## src/rtl/obuf_ld_sequencer.sv

```systemverilog
// Streams DDR read beats into the obuf banks: each beat is split into RATIO slots and
// written to all banks over RATIO consecutive cycles at an incrementing common address.
module obuf_ld_sequencer #(
    parameter int unsigned DDR_BANDWIDTH  = 512,
    parameter int unsigned NUM_BANKS      = 8,
    parameter int unsigned DATA_WIDTH     = 8,
    parameter int unsigned RATIO          = DDR_BANDWIDTH / (NUM_BANKS * DATA_WIDTH),
    parameter int unsigned ADDR_WIDTH     = 10,
    parameter int unsigned BEAT_CNT_WIDTH = 16
) (
    input  logic                            clk,
    input  logic                            reset_n,
    input  logic                            cfg_start,
    input  logic [ADDR_WIDTH-1:0]           cfg_base_addr,
    input  logic [BEAT_CNT_WIDTH-1:0]       cfg_num_beats,
    output logic                            busy,
    output logic                            done,
    input  logic [DDR_BANDWIDTH-1:0]        ddr_rdata,
    input  logic                            ddr_rvalid,
    output logic                            ddr_rready,
    output logic [NUM_BANKS-1:0]            bank_wr_en,
    output logic [ADDR_WIDTH-1:0]           bank_wr_addr,
    output logic [NUM_BANKS*DATA_WIDTH-1:0] bank_wr_data
);

    localparam int unsigned SLOT_W = NUM_BANKS * DATA_WIDTH;
    localparam int unsigned K_W    = (RATIO > 1) ? $clog2(RATIO) : 1;
    localparam logic [K_W-1:0] K_LAST = K_W'(RATIO - 1);

    typedef enum logic [1:0] {StIdle, StStream, StDone} state_t;

    state_t                    r_state, w_state_nxt;
    logic [ADDR_WIDTH-1:0]     r_base, w_base_nxt;
    logic [BEAT_CNT_WIDTH-1:0] r_num_beats, w_num_beats_nxt;
    logic [BEAT_CNT_WIDTH-1:0] r_beats_acc, w_beats_acc_nxt;
    logic [ADDR_WIDTH-1:0]     r_wr_cnt, w_wr_cnt_nxt;
    logic [DDR_BANDWIDTH-1:0]  r_hold, w_hold_nxt;
    logic                      r_hold_vld, w_hold_vld_nxt;
    logic [K_W-1:0]            r_k, w_k_nxt;

    logic                      w_rready;
    logic                      w_accept;
    logic                      w_slot_last;

    // Lane i*NUM_BANKS+j maps to bank j of slot i, so each slot is one contiguous chunk.
    logic [RATIO-1:0][SLOT_W-1:0] w_slots;

    assign w_slot_last = r_hold_vld && (r_k == K_LAST);
    assign w_rready    = (r_state == StStream) && (r_beats_acc < r_num_beats) &&
                         (!r_hold_vld || (r_k == K_LAST));
    assign w_accept    = w_rready && ddr_rvalid;

    always_comb begin
        w_state_nxt     = r_state;
        w_base_nxt      = r_base;
        w_num_beats_nxt = r_num_beats;
        w_beats_acc_nxt = r_beats_acc;
        w_wr_cnt_nxt    = r_wr_cnt;
        w_hold_nxt      = r_hold;
        w_hold_vld_nxt  = r_hold_vld;
        w_k_nxt         = r_k;
        unique case (r_state)
            StIdle: begin
                if (cfg_start) begin
                    w_base_nxt      = cfg_base_addr;
                    w_num_beats_nxt = cfg_num_beats;
                    w_beats_acc_nxt = '0;
                    w_wr_cnt_nxt    = '0;
                    w_hold_vld_nxt  = 1'b0;
                    w_k_nxt         = '0;
                    w_state_nxt     = (cfg_num_beats == '0) ? StDone : StStream;
                end
            end
            StStream: begin
                if (r_hold_vld) begin
                    w_wr_cnt_nxt = r_wr_cnt + 1'b1;
                    if (r_k == K_LAST) begin
                        w_hold_vld_nxt = 1'b0;
                        w_k_nxt        = '0;
                    end else begin
                        w_k_nxt = r_k + 1'b1;
                    end
                end
                // A beat landing on the last slot refills the hold register without a bubble.
                if (w_accept) begin
                    w_hold_nxt      = ddr_rdata;
                    w_hold_vld_nxt  = 1'b1;
                    w_k_nxt         = '0;
                    w_beats_acc_nxt = r_beats_acc + 1'b1;
                end
                if (w_slot_last && (r_beats_acc == r_num_beats)) begin
                    w_state_nxt = StDone;
                end
            end
            StDone:  w_state_nxt = StIdle;
            default: w_state_nxt = StIdle;
        endcase
    end

    always_ff @(posedge clk or negedge reset_n) begin
        if (!reset_n) begin
            r_state     <= StIdle;
            r_base      <= '0;
            r_num_beats <= '0;
            r_beats_acc <= '0;
            r_wr_cnt    <= '0;
            r_hold      <= '0;
            r_hold_vld  <= 1'b0;
            r_k         <= '0;
        end else begin
            r_state     <= w_state_nxt;
            r_base      <= w_base_nxt;
            r_num_beats <= w_num_beats_nxt;
            r_beats_acc <= w_beats_acc_nxt;
            r_wr_cnt    <= w_wr_cnt_nxt;
            r_hold      <= w_hold_nxt;
            r_hold_vld  <= w_hold_vld_nxt;
            r_k         <= w_k_nxt;
        end
    end

    assign w_slots      = r_hold;
    assign busy         = (r_state != StIdle);
    assign done         = (r_state == StDone);
    assign ddr_rready   = w_rready;
    assign bank_wr_en   = {NUM_BANKS{r_hold_vld}};
    assign bank_wr_addr = r_base + r_wr_cnt;
    assign bank_wr_data = w_slots[r_k];

endmodule

```

## config.mk

```make
export PLATFORM = sky130hd
export DESIGN_NAME = obuf_ld_sequencer
export DESIGN_NICKNAME = d
export VERILOG_FILES = /design/src/rtl/obuf_ld_sequencer.sv
export SDC_FILE = /design/constraint.sdc
export NUM_CORES = 1
export LEC_CHECK = 0
export CORE_ASPECT_RATIO = 1.25
export CORE_MARGIN = 8
export CORE_UTILIZATION = 30
export DETAILED_ROUTE_END_ITERATION = 16
export PLACE_DENSITY = 0.63
export SKIP_LAST_GASP = 1
export SYNTH_ARGS = -nofsm -noshare
export SYNTH_HDL_FRONTEND = slang
export SYNTH_SLANG_ARGS = --single-unit
```

## constraint.sdc

```tcl
create_clock -name clk -period 4.3 [get_ports clk]
set_input_delay 0.86 -clock clk [delete_from_list [all_inputs] [get_ports clk]]
set_output_delay 0.86 -clock clk [all_outputs]
set_load 0.05 [all_outputs]
```

# [Word-level counts from Yosys, hierarchy flattened]
# Index checks and enable logic that the tools add are counted.
# W data, S select, Z words.
[word_totals] regBits=570 input_bits=542 output_inout_bits=85 wordCells=63
[classes] add_sub_neg=4 order_cmp=2 n_eq_ne=9 n_mux=22 reduce_logical=18
[ops] cell="$bmux W64 S3" n=1
[ops] cell="$mux W64" n=1
[ops] cell="$mux W16" n=2
[ops] cell="$pmux W16 S2" n=1
[ops] cell="$mux W10" n=2
[ops] cell="$pmux W10 S2" n=1
[ops] cell="$add A16 B1 Y16 const B" n=1
[ops] cell="$eq A16 B16 Y1" n=1
[ops] cell="$logic_not A16 Y1" n=1
[ops] cell="$lt A16 B16 Y1" n=1
[ops] cell="$mux W3" n=4
[ops] cell="$add A10 B1 Y10 const B" n=1
[ops] cell="$add A10 B10 Y10" n=1
[ops] cell="$reduce_and A3 Y1" n=3
[ops] cell="$reduce_and A2 Y1" n=4
[ops] cell="$mux W2" n=3
[ops] cell="$ne A2 B2 Y1 const B" n=3
[ops] cell="$pmux W3 S2" n=1
[ops] cell="$logic_and A1 B1 Y1" n=5
[ops] cell="$lt A3 B4 Y1 const B" n=1
[ops] cell="$mux W1" n=4
[ops] cell="$pmux W2 S2" n=1
[ops] cell="$reduce_bool A2 Y1" n=2
[ops] cell="$add A3 B1 Y3 const B" n=1
[ops] cell="9 further kinds" n=9

# [Logic depth before layout (Yosys ltp)]
# Gate-level depths: netlist of the first run.
[depth] depth_word=6 mapped_depth=11 depth_no_buf=8

# [Worst setup path before layout of the first run]
# OpenSTA, ideal clock, no wires.
[synth_path] path_kind="reg-to-output" start="register r_beats_acc[14]" end="output port ddr_rready" t_arrival_ps=2489 required_time_ps=3440 path_slack_ps=951 path_stages_with_launch=6 path_buffers=0 path_cell_list="dfrtp_1 -> ha_1 -> a21o_1 -> a2111oi_4 -> o21ai_2 -> nor3b_1"
[synth_via] elab_chain_cells=3
[synth_lines] element="start, declared" line="35" source="logic [BEAT_CNT_WIDTH-1:0] r_beats_acc, w_beats_acc_nxt;"
[synth_lines] element="start signal, assigned" line="114" source="r_beats_acc <= w_beats_acc_nxt;"
[synth_lines] element="$lt A16 B16 Y1" line="49" source="assign w_rready = (r_state == StStream) && (r_beats_acc < r_num_beats) &&"
[synth_lines] element="$logic_and A1 B1 Y1 (2 in a row)" line="49"
[synth_lines] element="end, declared" line="20" source="output logic ddr_rready,"
# Every way passes these cells.

# [Worst setup path after layout of the first run]
[layout_path] start="register r_k[0]" end="output port bank_wr_data[21]"
[layout_via] elab_chain_cells=2
[layout_lines] element="start, declared" line="39" source="logic [K_W-1:0] r_k, w_k_nxt;"
[layout_lines] element="start signal, assigned" line="118" source="r_k <= w_k_nxt;"
[layout_lines] element="$bmux W64 S3" line="128" source="assign bank_wr_data = w_slots[r_k];"
[layout_lines] element="$mux W64 (not written as such)" line="128"
[layout_lines] element="end, declared" line="23" source="output logic [NUM_BANKS*DATA_WIDTH-1:0] bank_wr_data"
# Every way passes these cells. The select of a mux whose other input is x is not followed.

==> metrics, run 1 <==
Die H 347 µm; Final Cell Area around 36,000 µm²; fin nets 2,877; Final Slew Violations 0; # DRC 0; Cell Count, Final, Fillers Out about 3,600; HPWL Detailed 63.6 mm; Clock Root Buffer clkbuf_16; max_slew headroom 0.334; worst skew pair latency 640 ps; fraction of registers with async set/reset 1.00; Area contributors post-synth dfrtp_1 54%, mux2_2 16%, mux4_2 11%; biggest area consumer among synthesized cells dfrtp_1; CP endpoint kind primary output; routed vias/inst 4.74; Tcrit/Tclk final 0.964; DP Cell Count between 3,000 and 4,000; initial antenna violation count 49; type of the most critical hold path input port to asynchronous set/reset pin; Power Internal 17.5 mW; EDFF count, synth 0; via count roughly 17,000; Post-Synth Adder-Cell Area 0.0145; GPL Wtd Cong about 0.86; gr usage total 0.168; Netlist cell types 57; count leader, synth dfrtp_1; largest net degree at the start of global routing between 100 and 150; vias in the first global route between 15,000 and 20,000; Synth Area in Compound Gates 0.0193; critical path class flip-flop to primary output; top cells by count, synth 570 x dfrtp_1, 377 x mux2_2, 200 x mux2_1; FF+latch count, synth 570; Post-CTS Resized 12; RSZ-0062 raised after global routing no; endpoints failing setup 0; status completed; Seq/Total Area, Yosys 0.542; die width around 280 µm; synthesized instance count approximately 1,700; Cell Area, Synth 26,300 µm²; Mapped Nets around 2,300; max_cap viols 0; clock sink count 570; setup_tns 0 ps; Synth Area in Simple Gates 0.0277; postcts setup bufs 0; WL/cell approximately 24 µm; total CTS buffers between 60 and 70; CP required between 3000 and 4000 ps; first-pass GRT wire length 125 mm; largest family of logic cells by synthesized area multiplexers; peak supply drop around 530 µV; Sw Ratio 0.360; Logic pwr share 0.445; Worst setup SP type flip-flop; Hold Slack between 300 and 400 ps; crit path max fanout 25; fmax between 200 and 250 MHz; post-synthesis mux area share 0.357; Worst-Margin Slew roughly 1000 ps; Clock Pin Slew Worst Setup and Hold Paths ~60 ps; Max Root-Sink Buffers 3; Synth Flop Type dfrtp_1; Core Region between 80,000 and 90,000 µm²; Top Ports 627; CP arrival about 3300 ps; DP Area ~34,000 µm²; DRT iter0 DRCs approximately 650; DR pass1 iterations 5; Final Hold Vio Count 0; remaining global-route overflow 0; power consumption 27.4 mW; Post-Synth XOR/XNOR Area 0.00565; TritonCTS clock tree built; Pwr Density around 760 nW/µm²; clock power share 0.208; Routed Antenna Nets 0; Synth Warn # 0; Synth Area per Inst between 15 and 20 µm²; H-tree depth 2; Area Overhead vs Synth 37.4%; clk_skew ~20 ps; final WL about 84 mm; Leak Pwr around 15 nW; Hold Buf Count CTS 0; post-synth top area share 0.542; num rows 121; Port Buffer Count approximately 630; die footprint 97,600 µm²; Psw about 9.9 mW; Tmin final a little over 4000 ps; share of cells above drive strength 1 0.284; sequential share of power 0.347; Starting Density 0.303
==> placed cells by master (no fill, tap or decap), types with 7 or more instances in the layout <==
| master | count |
|---|---|
| xnor2_1 | 7 |
| clkbuf_8 | 9 |
| buf_12 | 20 |
| a21oi_1 | 8 |
| dlymetal6s2s_1 | 17 |
| mux4_2 | 128 |
| nand2_1 | 64 |
| clkbuf_1 | 8 |
| nand4_1 | 7 |
| bufinv_16 | 10 |
| nor2_1 | 23 |
| and3_1 | 14 |
| dfrtp_1 | 567 |
| diode_2 | 38 |
| buf_4 | 22 |
| clkbuf_16 | 62 |
| clkdlybuf4s50_1 | 596 |
| xor2_1 | 10 |
| o21ai_0 | 26 |
| nand3_1 | 9 |
| ha_1 | 29 |
| clkinv_2 | 15 |
| inv_1 | 26 |
| mux2_1 | 200 |
| mux2_2 | 377 |
| dlygate4sd2_1 | 12 |
==> metrics by stage <==
step | util | worst slack (ps)
finish | 0.416 | 155
global route | 0.415 | 9.53
CTS | 0.414 | 5.40
detailed placement | 0.389 | 567
global placement | 0.389 | 559
floorplan | - | 951
==> kinds of logic after synthesis <==
| kind of cell | count (synthesis) |
|---|---|
| simple gates | 151 |
| flops | 570 |
| xor+xnor | 17 |
| buf+inv | 139 |
| mux | 708 |
| compound gates | 72 |
| fa+ha+maj | 30 |
==> path summary, 6_finish.rpt <==
check	from	to	slack (ps)	depth (start not counted)
setup / recovery	r_k[0]	bank_wr_data[21]	160	5
hold / removal	reset_n	r_hold[200]	330	1
setup reg to reg	r_k[0]	r_hold[142]	920	9
hold reg to reg	r_hold[236]	r_hold[236]	480	1
max in group asynchronous	reset_n	r_hold[284]	2860	2
min in group clk	r_hold[236]	r_hold[236]	480	1
==> critical path, cell delays in order, from the launching register on <==
cell             delay, ps
dfrtp_4                550
buf_12                 270
buf_12                 230
mux4_2                 500
mux2_2                 280
clkdlybuf4s50_1        720
==> registers in the layout (all words and copies together), names as in the netlist <==
| register | cells |
|---|---|
| r_beats_acc | 16 |
| r_hold_vld | 1 |
| r_hold | 512 |
| r_base | 10 |
| r_k | 3 |
| r_state | 2 |
| r_num_beats | 16 |
| r_wr_cnt | 10 |
==> power groups by stage <==
| stage | registers (mW) | clock network (mW) | logic (mW) |
|---|---|---|---|
| 3_5_place_dp | 9.57 | 0 | 12.4 |
| 4_1_cts | 9.48 | 5.87 | 12.4 |
| 6_report | 9.49 | 5.70 | 12.2 |
| 5_1_grt | 9.83 | 6.07 | 13.0 |
| 2_1_floorplan | 8.90 | 0 | 9.07 |
| 3_3_place_gp | 9.41 | 0 | 12.2 |
==> layout make-up <==
cell class | instances | area (µm²)
clock inverters | 35 | 477
multi-input cells | 978 | 11200
diodes | 38 | 95.1
fillers | 7986 | 50900
well taps | 1168 | 1460
flip-flops and latches | 570 | 14300
repair buffers | 668 | 6860
clock buffers | 79 | 1710
inverters | 26 | 97.6
==> routing by layer <==
metal  global-route usage  wire length, µm  up-vias
li1                     -                -     7535
met2                0.293            43500      506
met1                0.190            31800     8710
met5                    0               57        -
met4               0.0739             2640        8
met3               0.0477             5670      132
(Power assumes the default switching activity.)
==> inputs of run 2 (changes only) <==
--- a/config.mk
+++ b/config.mk
@@ -5,11 +5,11 @@
 export SDC_FILE = /design/constraint.sdc
 export NUM_CORES = 1
 export LEC_CHECK = 0
-export CORE_ASPECT_RATIO = 1.25
-export CORE_MARGIN = 8
-export CORE_UTILIZATION = 30
+export CORE_AREA = 8 8 237 239
 export DETAILED_ROUTE_END_ITERATION = 16
-export PLACE_DENSITY = 0.63
+export DIE_AREA = 0 0 245 247
+export PLACE_DENSITY = 0.91
+export SKIP_CTS_REPAIR_TIMING = 1
 export SKIP_LAST_GASP = 1
 export SYNTH_ARGS = -nofsm -noshare
 export SYNTH_HDL_FRONTEND = slang
==> metrics, run 2 (synthesis gave the netlist of run 1 again) <==
status completed; GPL Wtd Cong 0.875 (+1.8%); initial antenna violation count 30 (-39%); reg2reg start r_k[1]; Tcrit/Tclk final 0.963 (about the same); Port Buffer Count 626 (unchanged); largest net degree at the start of global routing 105 (-7.1%); fmax 241 MHz (about the same); FF/Latch Area 14,300 µm² (unchanged); fin nets 2,871 (-0.21%); Max Root-Sink Buffers 3 (unchanged); vias in the first global route 19,664 (+1.6%); routed vias/inst 5.65 (+19%); CP arrival 3280 ps (about the same); worst r2r path cells 9 (unchanged); DRT iter0 DRCs 934 (+44%); flop2flop setup slack 810 ps (-110 ps); Top Ports 627 (unchanged); Pwr Density 775 nW/µm² (+2.3%); critical path class flip-flop to primary output; most common cell after layout, fill and taps aside clkdlybuf4s50_1; peak supply drop 645 µV (+22%); die footprint 60,500 µm² (-38%); remaining global-route overflow 0 (unchanged); Leak Pwr 14.5 nW (-1.3%); Logic pwr share 0.447 (+0.002); num rows 84 (-31%); clock power share 0.202 (-0.006); # DRC 0 (unchanged); Sw Ratio 0.359 (-0.000816); sequential share of power 0.351 (+0.004); first-pass GRT wire length 118 mm (-6.1%); Tmin final 4140 ps (-1.89 ps); WL/cell 25.5 µm (+8.5%); Multi-input gate area 11,200 µm² (about the same); DR pass1 iterations 5 (unchanged); commonest cells after routing, fill and taps aside 621 x clkdlybuf4s50_1, 567 x dfrtp_1, 377 x mux2_2, 200 x mux2_1, 128 x mux4_2; clock sink count 570 (unchanged); endpoints failing setup 0 (unchanged); max_slew headroom 0.384 (+0.0499); Final Hold Vio Count 0 (unchanged); Power Internal 17.6 mW (+0.35%); Final Slew Violations 0 (unchanged); H-tree depth 2 (unchanged); max_cap viols 0 (unchanged); CP required 3440 ps (about the same); Cell Count, Final, Fillers Out 3,062 (-14%); Die H 247 µm (-29%); post-layout util 0.678 (+0.263); filler cell count 3,329 (-58%); share of cells above drive strength 1 0.282 (-0.00220); crit path max fanout 28 (+12%); HPWL Detailed 56.7 mm (-11%); type of the most critical hold path input port to asynchronous set/reset pin; die width 245 µm (-13%); Area Overhead vs Synth 34.5%; R2R Path End r_hold[376]; Worst setup SP type flip-flop; Clock Pin Slew Worst Setup and Hold Paths 60 ps (about the same); final WL 78.0 mm (-6.8%); Routed Antenna Nets 0 (unchanged); Psw 9.86 mW (about the same); Starting Density 0.504 (+0.202); Worst-Margin Slew 924 ps (-74.9 ps); gr usage total 0.252 (+0.0835); clk_skew 30.2 ps (+10.6 ps); Core Region 52,200 µm² (-40%); RSZ-0062 raised after global routing no; TritonCTS clock tree built; Top Registers r_hold x512, r_beats_acc x16, r_num_beats x16; Largest Register r_hold; total CTS buffers 59 (-3.3%); Clock Root Buffer clkbuf_16; CP endpoint kind primary output; worst skew pair latency 610 ps (-30 ps); DP Cell Count 2,926 (-14%); via count 17,297 (+2.4%); max reg flops 512 (unchanged)
==> run 2: cell types whose count changed in the layout (fill, tap and decap cells not counted), sizes merged, moves of 3 or more <==
cell           change
dlygate4sd2       -12
clkdlybuf4s50     +25
clkinv             -3
diode             -10
clkinvlp           -3
dlymetal6s2s      -14
buf                -3
==> run 2: metal layers <==
layer	GRT usage	wire (µm)	up-vias	part of all wire
met4	0.115	3120	8	0.040
met5	0	53	-	0.00068
met2	0.439	41300	664	0.53
met3	0.0630	5360	177	0.069
li1	-	-	7477	-
met1	0.291	28200	8971	0.36
==> run 2: worst max-delay path, cell delays in order (launching register included) <==
cell and delay [ps]:
dfrtp_4 440, buf_12 250, buf_4 400, mux4_2 590
mux2_2 280, clkdlybuf4s50_1 710
==> run 2: power groups by stage <==
stage / Clock [mW] / Sequential, mW / Combinational, mW
floorplan: 0 / 8.90 / 9.07
global placement: 0 / 9.37 / 11.9
detailed placement: 0 / 9.60 / 12.2
CTS: 5.62 / 9.58 / 12.4
global route: 5.85 / 9.88 / 13.0
finish: 5.54 / 9.63 / 12.3
==> run 2: stage by stage <==
step / power (mW) / hold WS [ps] / TNS (ps) / instance area [µm²] / worst slack [ps]
4_1_cts: 27.6 / 318 / -421 / 35300 / -207
2_1_floorplan: 18.0 / 452 / 0 / 26300 / 951
3_5_place_dp: 21.8 / 470 / 0 / 33200 / 476
6_report: 27.5 / 284 / 0 / 35400 / 157
3_3_place_gp: 21.2 / 462 / 0 / 33200 / 627
5_1_grt: 28.7 / 352 / 0 / 35400 / 15.9
==> run 2: worst max path at each step <==
| stage | from | slack, ps | end | depth (start not counted) |
|---|---|---|---|---|
| global placement | r_wr_cnt[1] | 630 | bank_wr_addr[9] | 8 |
| detailed placement | r_wr_cnt[1] | 480 | bank_wr_addr[9] | 8 |
| global route | r_wr_cnt[1] | 20 | bank_wr_addr[9] | 8 |
| CTS | r_wr_cnt[1] | -210 | bank_wr_addr[7] | 7 |
| finish | r_k[0] | 160 | bank_wr_data[49] | 5 |
| floorplan | r_beats_acc[14] | 950 | ddr_rready | 5 |
==> run 2: layout make-up <==
cell class                 instances  share of cell area
antenna                           28             0.00198
clock buffer                      78              0.0471
clock inverter                    30              0.0126
inverter                          26             0.00275
multi-input combinational        978               0.316
sequential                       570               0.403
tap                              688              0.0243
timing repair buffer             664               0.192
